$ cat src/rtl/bus_scheduler.sv
// Round-robin arbiter for two bus masters onto three slaves, with ready-timeout and hold watchdog.
// slave_grant one cycle after the request is sampled; grants drop for a single RELEASE turnaround cycle.
module bus_scheduler #(
   parameter int READY_TIMEOUT = 16,
   parameter int MAX_HOLD      = 256,
   parameter int CNT_W         = 9
) (
   input  logic       clk,
   input  logic       reset,
   input  logic       m1_request,
   input  logic       m2_request,
   input  logic [1:0] m1_slave_sel,
   input  logic [1:0] m2_slave_sel,
   input  logic       m1_tx_done,
   input  logic       m2_tx_done,
   input  logic [2:0] slave_ready,
   output logic       m1_grant,
   output logic       m2_grant,
   output logic       bus_grant,
   output logic [1:0] slave_grant,
   output logic       busy,
   output logic       timeout_err,
   output logic       sel_err
);
   typedef enum logic [1:0] {IDLE = 2'd0, WAIT_RDY = 2'd1, ACTIVE = 2'd2, RELEASE = 2'd3} state_t;

   localparam logic [CNT_W-1:0] RDY_LAST  = CNT_W'(READY_TIMEOUT - 1);
   localparam logic [CNT_W-1:0] HOLD_LAST = CNT_W'(MAX_HOLD - 1);
   localparam logic [CNT_W-1:0] CNT_SAT   = '1;

   state_t           state, state_nxt;
   logic [CNT_W-1:0] cnt, cnt_nxt, cnt_inc;
   logic             bus_nxt;
   logic [1:0]       slv_nxt;
   logic             last_winner, last_nxt;
   logic             terr_nxt, serr_nxt;
   logic             pick_m2;
   logic [1:0]       pick_sel;
   logic             win_req, win_done, rdy_hit;

   // bus_grant doubles as the latched winner: 0 = master 1, 1 = master 2
   assign pick_m2  = m2_request & (~m1_request | ~last_winner);
   assign pick_sel = pick_m2 ? m2_slave_sel : m1_slave_sel;
   assign win_req  = bus_grant ? m2_request : m1_request;
   assign win_done = bus_grant ? m2_tx_done : m1_tx_done;
   assign cnt_inc  = (cnt == CNT_SAT) ? cnt : cnt + CNT_W'(1);

   assign m1_grant = (state == ACTIVE) & ~bus_grant;
   assign m2_grant = (state == ACTIVE) &  bus_grant;
   assign busy     = (state != IDLE);

   always_comb begin
      rdy_hit = 1'b0;
      case (slave_grant)
         2'd1:    rdy_hit = slave_ready[0];
         2'd2:    rdy_hit = slave_ready[1];
         2'd3:    rdy_hit = slave_ready[2];
         default: rdy_hit = 1'b0;
      endcase
   end

   always_comb begin
      state_nxt = state;
      cnt_nxt   = cnt;
      bus_nxt   = bus_grant;
      slv_nxt   = slave_grant;
      last_nxt  = last_winner;
      terr_nxt  = 1'b0;
      serr_nxt  = 1'b0;
      case (state)
         IDLE: begin
            if (m1_request | m2_request) begin
               if (pick_sel == 2'd0) begin
                  serr_nxt = 1'b1;
                  last_nxt = pick_m2;
               end else begin
                  bus_nxt   = pick_m2;
                  slv_nxt   = pick_sel;
                  cnt_nxt   = '0;
                  state_nxt = WAIT_RDY;
               end
            end
         end
         WAIT_RDY: begin
            if (!win_req) begin
               slv_nxt   = 2'd0;
               state_nxt = RELEASE;
            end else if (rdy_hit) begin
               cnt_nxt   = '0;
               state_nxt = ACTIVE;
            end else if (cnt == RDY_LAST) begin
               terr_nxt  = 1'b1;
               slv_nxt   = 2'd0;
               state_nxt = RELEASE;
            end else begin
               cnt_nxt = cnt_inc;
            end
         end
         ACTIVE: begin
            // watchdog checked first so a coincident tx_done still reports the expiry
            if (cnt == HOLD_LAST) begin
               terr_nxt  = 1'b1;
               slv_nxt   = 2'd0;
               state_nxt = RELEASE;
            end else if (win_done || !win_req) begin
               slv_nxt   = 2'd0;
               state_nxt = RELEASE;
            end else begin
               cnt_nxt = cnt_inc;
            end
         end
         RELEASE: begin
            last_nxt  = bus_grant;
            state_nxt = IDLE;
         end
         default: state_nxt = IDLE;
      endcase
   end

   always_ff @(posedge clk or negedge reset) begin
      if (!reset) begin
         state       <= IDLE;
         cnt         <= '0;
         bus_grant   <= 1'b0;
         slave_grant <= 2'd0;
         last_winner <= 1'b1;
         timeout_err <= 1'b0;
         sel_err     <= 1'b0;
      end else begin
         state       <= state_nxt;
         cnt         <= cnt_nxt;
         bus_grant   <= bus_nxt;
         slave_grant <= slv_nxt;
         last_winner <= last_nxt;
         timeout_err <= terr_nxt;
         sel_err     <= serr_nxt;
      end
   end
endmodule

$ cat config.mk
export PLATFORM = sky130hd
export DESIGN_NAME = bus_scheduler
export DESIGN_NICKNAME = d
export VERILOG_FILES = /design/src/rtl/bus_scheduler.sv
export SDC_FILE = /design/constraint.sdc
export NUM_CORES = 1
export LEC_CHECK = 0
export CORE_MARGIN = 3
export CORE_UTILIZATION = 50
export CTS_CLUSTER_DIAMETER = 50
export CTS_CLUSTER_SIZE = 14
export DETAILED_ROUTE_END_ITERATION = 7
export GPL_TIMING_DRIVEN = 0
export PLACE_DENSITY = 0.76
export REMOVE_ABC_BUFFERS = 1
export SKIP_CTS_REPAIR_TIMING = 1
export SYNTH_ARGS = -nofsm -noshare
export SYNTH_HDL_FRONTEND = slang
export SYNTH_SLANG_ARGS = --single-unit
$ cat constraint.sdc
create_clock -name clk -period 3.7 [get_ports clk]
set_input_delay 0.74 -clock clk [delete_from_list [all_inputs] [get_ports clk]]
set_output_delay 0.74 -clock clk [all_outputs]
set_load 0.02 [all_outputs]
* Word level (Yosys, flattened, before mapping)
Cells that the tools add are included.
** Operators by class
- Add/sub/neg operators :: 1
- Multipliers :: 0
- Div/mod/pow operators :: 0
- $lt $le $gt $ge :: 0
- Eq/ne operators :: 20
- Shift operators :: 0
- Muxes and demuxes :: 40
- Bitwise gates (word level) :: 9
- Reductions and logical operators :: 12
** Operators by type and width (number)
- 2-to-1 mux 9 bit :: 8
- 2-to-1 mux 2 bit :: 15
- one-hot mux 9 bit (3 select lines) :: 1
- != test 2 bit, second input constant :: 6
- 2-to-1 mux 1 bit :: 11
- adder 9 x 1 -> 9 bit, second input constant :: 1
- == test 9 x 4 -> 1 bit, second input constant :: 1
- == test 9 x 8 -> 1 bit, second input constant :: 1
- == test 9 bit, second input constant :: 1
- != test 3 bit, second input constant :: 3
- == test 2 bit, second input constant :: 4
- one-hot mux 2 bit (4 select lines) :: 1
- AND reduction 7 bit :: 1
- one-hot mux 2 bit (3 select lines) :: 1
- AND reduction 3 bit :: 2
- AND reduction 6 bit :: 1
- == test 2 x 1 -> 1 bit, second input constant :: 2
- zero test 2 bit :: 2
- != test 4 bit, second input constant :: 1
- inverter 1 bit :: 4
- one-hot mux 1 bit (2 select lines) :: 2
- AND reduction 4 bit :: 1
- nonzero test 2 bit :: 2
- bitwise AND 1 bit :: 3
- other kinds (6) :: 7
** Storage, ports and cells
- Register bits :: 17
- Latch bits :: 0
- RAM bits :: 0
- ROM bits :: 0
- Input bits :: 13
- Output and inout port bits :: 8
- Word-level logic and storage cells :: 89
- Memories kept :: 0

* Logic depth before layout (Yosys ltp)
- Word-level depth :: 8
- Depth in mapped cells :: 8
- Gate-level depth less buffers :: 7

* Least setup slack after synthesis
OpenSTA, ideal clock, no wires.
- Path type :: input port to flip-flop
- From :: in slave_ready[2]
- To :: reg state[1]
- Setup time :: 128 ps
- Arrival :: 2023 ps
- Path slack :: 1550 ps
- Stages :: 5
- Path buffers :: 0
- Cells stage by stage :: mux2_2 -> a211o_1 -> o32ai_1 -> nor2_1 -> mux2_1
** Between the ends
- Cells in the longest elaborated chain, start to end :: 4
- Elaborated cells on any way between the ends :: 6
** Ends and longest elaborated chain
- start: declaration :: RTL line 16 : input logic [2:0] slave_ready,
- one-hot mux 1 bit (3 select lines) * :: RTL line 54 : case (slave_grant)
- 2-to-1 mux 2 bit :: RTL line 88 : end else if (rdy_hit) begin
- 2-to-1 mux 2 bit :: RTL line 85 : if (!win_req) begin
- one-hot mux 2 bit (4 select lines) :: RTL line 70 : case (state)
- end signal: assignment :: RTL line 130 : state <= state_nxt;
- end: declaration :: RTL line 31 : state_t state, state_nxt;
Every way passes the cells marked *; elsewhere a longest branch is shown, timed or not.
A chain may end at the register's enable or synchronous reset.

* Worst setup path in the final report
- From :: reg state[0]
- To :: out m1_grant
** Between the ends
- Cells in the longest elaborated chain, start to end :: 2
** Ends and longest elaborated chain
- == test 2 bit :: RTL line 48 : assign m1_grant = (state == ACTIVE) & ~bus_grant;
- bitwise AND 1 bit :: RTL line 48
- end: declaration :: RTL line 17 : output logic m1_grant,
No other way between the ends.

==> impl_metrics.toml <==
[yosys]
synth_area_per_cell_um2 = 9.38
synthesis.area_um2 = 1230
post_synth_num_cell_types = 49
synth-seq-cells = 17
synth.yosys.seq_area_share_pct = 34.7
synthCells = 131
ys_warn_count = 0

[placed_design]
worst_setup_slack_after_placement_ps = 821
buffer_ports.inserted = 20
gp_routability_congestion = 0.833
detailed_place_hpwl_um = 2190

[floorplan]
initial_utilization_pct = 54.0
die_height_um = 55.6
floorplan.die_area_um2 = 3090
placementRows = 17
chipWidth_um = 55.6
core_um2 = 2280
io_pins = 21

[pwr]
clock_network_fraction_of_design_power_pct = 10.8
cell_pwr_density_nw_per_um2 = 666
totalPowerFinal_w = 0.000982
vdd_drop_max_v = 0.000488
cellLeakagePower_nw = 0.652
share_comb_of_total_power_pct = 60.6
swShare_pct = 45.1
share_seq_of_total_power_pct = 28.6
internal_power_w = 0.000539
switchingPower_w = 0.000443

[clocking]
cts_root_buf = "sky130_fd_sc_hd__clkbuf_4"
clk_pin_slew_worst_paths_ps = 100
tritoncts.num_buffers = 3
cts_num_sinks = 17
cts_buffer_depth = 2
level_count_of_the_clock_h_tree = 1
tritoncts_clock_tree = "built"
clkLatencyLatePin_ps = 300

[finish]
layout.area.seq_um2 = 427
antenna_cells = 0
num-nets-final = 172
postLayoutCoreUtil_pct = 64.8
synthToLayoutAreaGrowth_pct = 20.0
ratio_of_cells_with_drive_above_1_in_the_final_layout_pct = 10.5
multi_input_logic_area_um2 = 763
layout.cells.most_common = "sky130_fd_sc_hd__clkdlybuf4s50_1"
layout.cells.most_common_list = "20 x sky130_fd_sc_hd__clkdlybuf4s50_1, 16 x sky130_fd_sc_hd__nor2_1, 16 x sky130_fd_sc_hd__dfrtp_1"
final.fill_count = 195

[timing]
setup-tns-final_ps = 0
setup_ws_ps = 1040
slew_headroom_pct = 50.1
final.hold.worst_slack_ps = 546
finClkSkew_ps = 0.823
transition_time_at_the_pin_with_the_least_slew_margin_ps = 747
final-setup-viol-count = 0
timing_hold_violations_final = 0
maxSlewViolCount = 0
grt_setup_unrepaired = "false"
fin_crit_ps = 2660
period_share_pct = 72.0
max_freq_ghz = 0.376

[worst_setup_path]
critPathArrivalTime_ps = 1920
end_kind = "output port"
required_ps = 2960
timing.setup.critical_path_class = "reg -> out"
worst-path-max-fanout = 6
start_kind = "flip-flop"

[run_status]
outcome = "finished clean"

[min_path]
hold_path.class = "reg -> reg"

[grt]
grt_usage_pct = 19.4
grt_pass1_wl_um = 4890
grt_max_degree = 18
grt_overflow_total = 0
grt_pass1_vias = 1077
initial_antenna_violation_count = 0

[routing]
antenna_violating_nets_post_route = 0
initialDrtViolationCount = 27
firstDrtPassIters = 4
avgViaCountPerCell = 6.14
via_count = 1112
drt-total-wl_um = 2890
drt-wirelength-per-cell_um = 16.0
remaining_drc_errors = 0

[flow_run]
max-cap-violations = 0
## Yosys cell counts, drive strengths merged
library cell	count	area share, %
dfrtp	16	33
nor2	16	4.9
a21oi	11	4.5
mux2	8	7.3
nand2	8	2.6
inv	6	1.8
a22o	5	3.6
ha	5	5.1
o2111ai	5	3.6
and3	4	2.1
o21ai	4	1.6
nand3	3	1.6
o21a	3	1.8
a211oi	2	1.6
a31o	2	1.4
a31oi	2	1.0
and2	2	1.0
and3b	2	1.4
and4	2	1.6
buf	2	1.3
mux2i	2	1.6
nor3	2	1.7
nor3b	2	1.2
nor4	2	1.5
o31ai	2	1.2
a211o	1	0.71
a21bo	1	0.81
a21boi	1	0.61
a41oi	1	0.71
dfstp	1	2.1
nand2b	1	0.51
nand4	1	0.51
nor2b	1	0.51
o211a	1	0.81
o22ai	1	0.51
o32ai	1	0.71
or2	1	0.51
or4	1	0.92
## logic make-up (layout without fill, tap and decap cells)
family / count (synthesis) / after routing / share of synthesized area [%]
AOI/OAI and AO/OA: 43 / 43 / 25.3
adders and majority gates: 5 / 5 / 5.09
buffers and inverters: 8 / 30 / 3.16
DFF: 17 / 17 / 34.7
muxes: 10 / 10 / 8.96
and+or+nand+nor: 48 / 48 / 22.8
## cell type report
type                            instances  share of cell area [%]
Tap cell                               28                    2.38
Inverter                                6                    1.53
Clock buffer                            4                    1.78
Sequential cell                        17                    28.9
Multi-Input combinational cell        106                    51.8
Timing Repair Buffer                   20                    13.6
## power groups by stage
stage          Sequential (W)  Clock (W)  Combinational (W)
2_1_floorplan        0.000290          0           0.000403
3_3_place_gp         0.000280          0           0.000572
3_5_place_dp         0.000285          0           0.000591
4_1_cts              0.000281   0.000108           0.000594
5_1_grt              0.000290   0.000117           0.000647
6_report             0.000281   0.000106           0.000595
## path summary, 6_finish.rpt
check / start / end / slack (ps) / cells after the start
setup reg to reg: cnt[5] / slave_grant[1] / 1520 / 5
hold / removal: cnt[1] / cnt[1] / 550 / 1
min in group asynchronous: reset / slave_grant[0] / 870 / 1
max in group asynchronous: reset / cnt[4] / 2360 / 1
setup / recovery: state[0] / m1_grant / 1040 / 5
hold reg to reg: cnt[1] / cnt[1] / 550 / 1
## metal layers
| metal | routed length [um] | track usage, % | vias up |
|---|---|---|---|
| met5 | 0 | 0 | - |
| met3 | 142 | 4.18 | 2 |
| met1 | 1370 | 27.1 | 528 |
| met2 | 1360 | 30.6 | 39 |
| li1 | - | - | 543 |
| met4 | 17 | 4.51 | 0 |
## registers in the layout, indices dropped and copies added (netlist names)
register	flops
last_winner	1
state	2
timeout_err	1
slave_grant	2
sel_err	1
cnt	9
bus_grant	1
## critical path, stage by stage (launching register included)
cell                              delay, ps
sky130_fd_sc_hd__dfrtp_1                440
sky130_fd_sc_hd__inv_1                  100
sky130_fd_sc_hd__ha_1                   260
sky130_fd_sc_hd__inv_1                  110
sky130_fd_sc_hd__nor2_1                 110
sky130_fd_sc_hd__clkdlybuf4s50_1        610
## metrics by stage
stage | instance area [um2] | std cells
floorplan | 1210 | 129
global placement | 1450 | 177
detailed placement | 1450 | 177
CTS | 1470 | 181
global route | 1470 | 181
finish | 1470 | 181
Power figures use the tool's default switching activity.
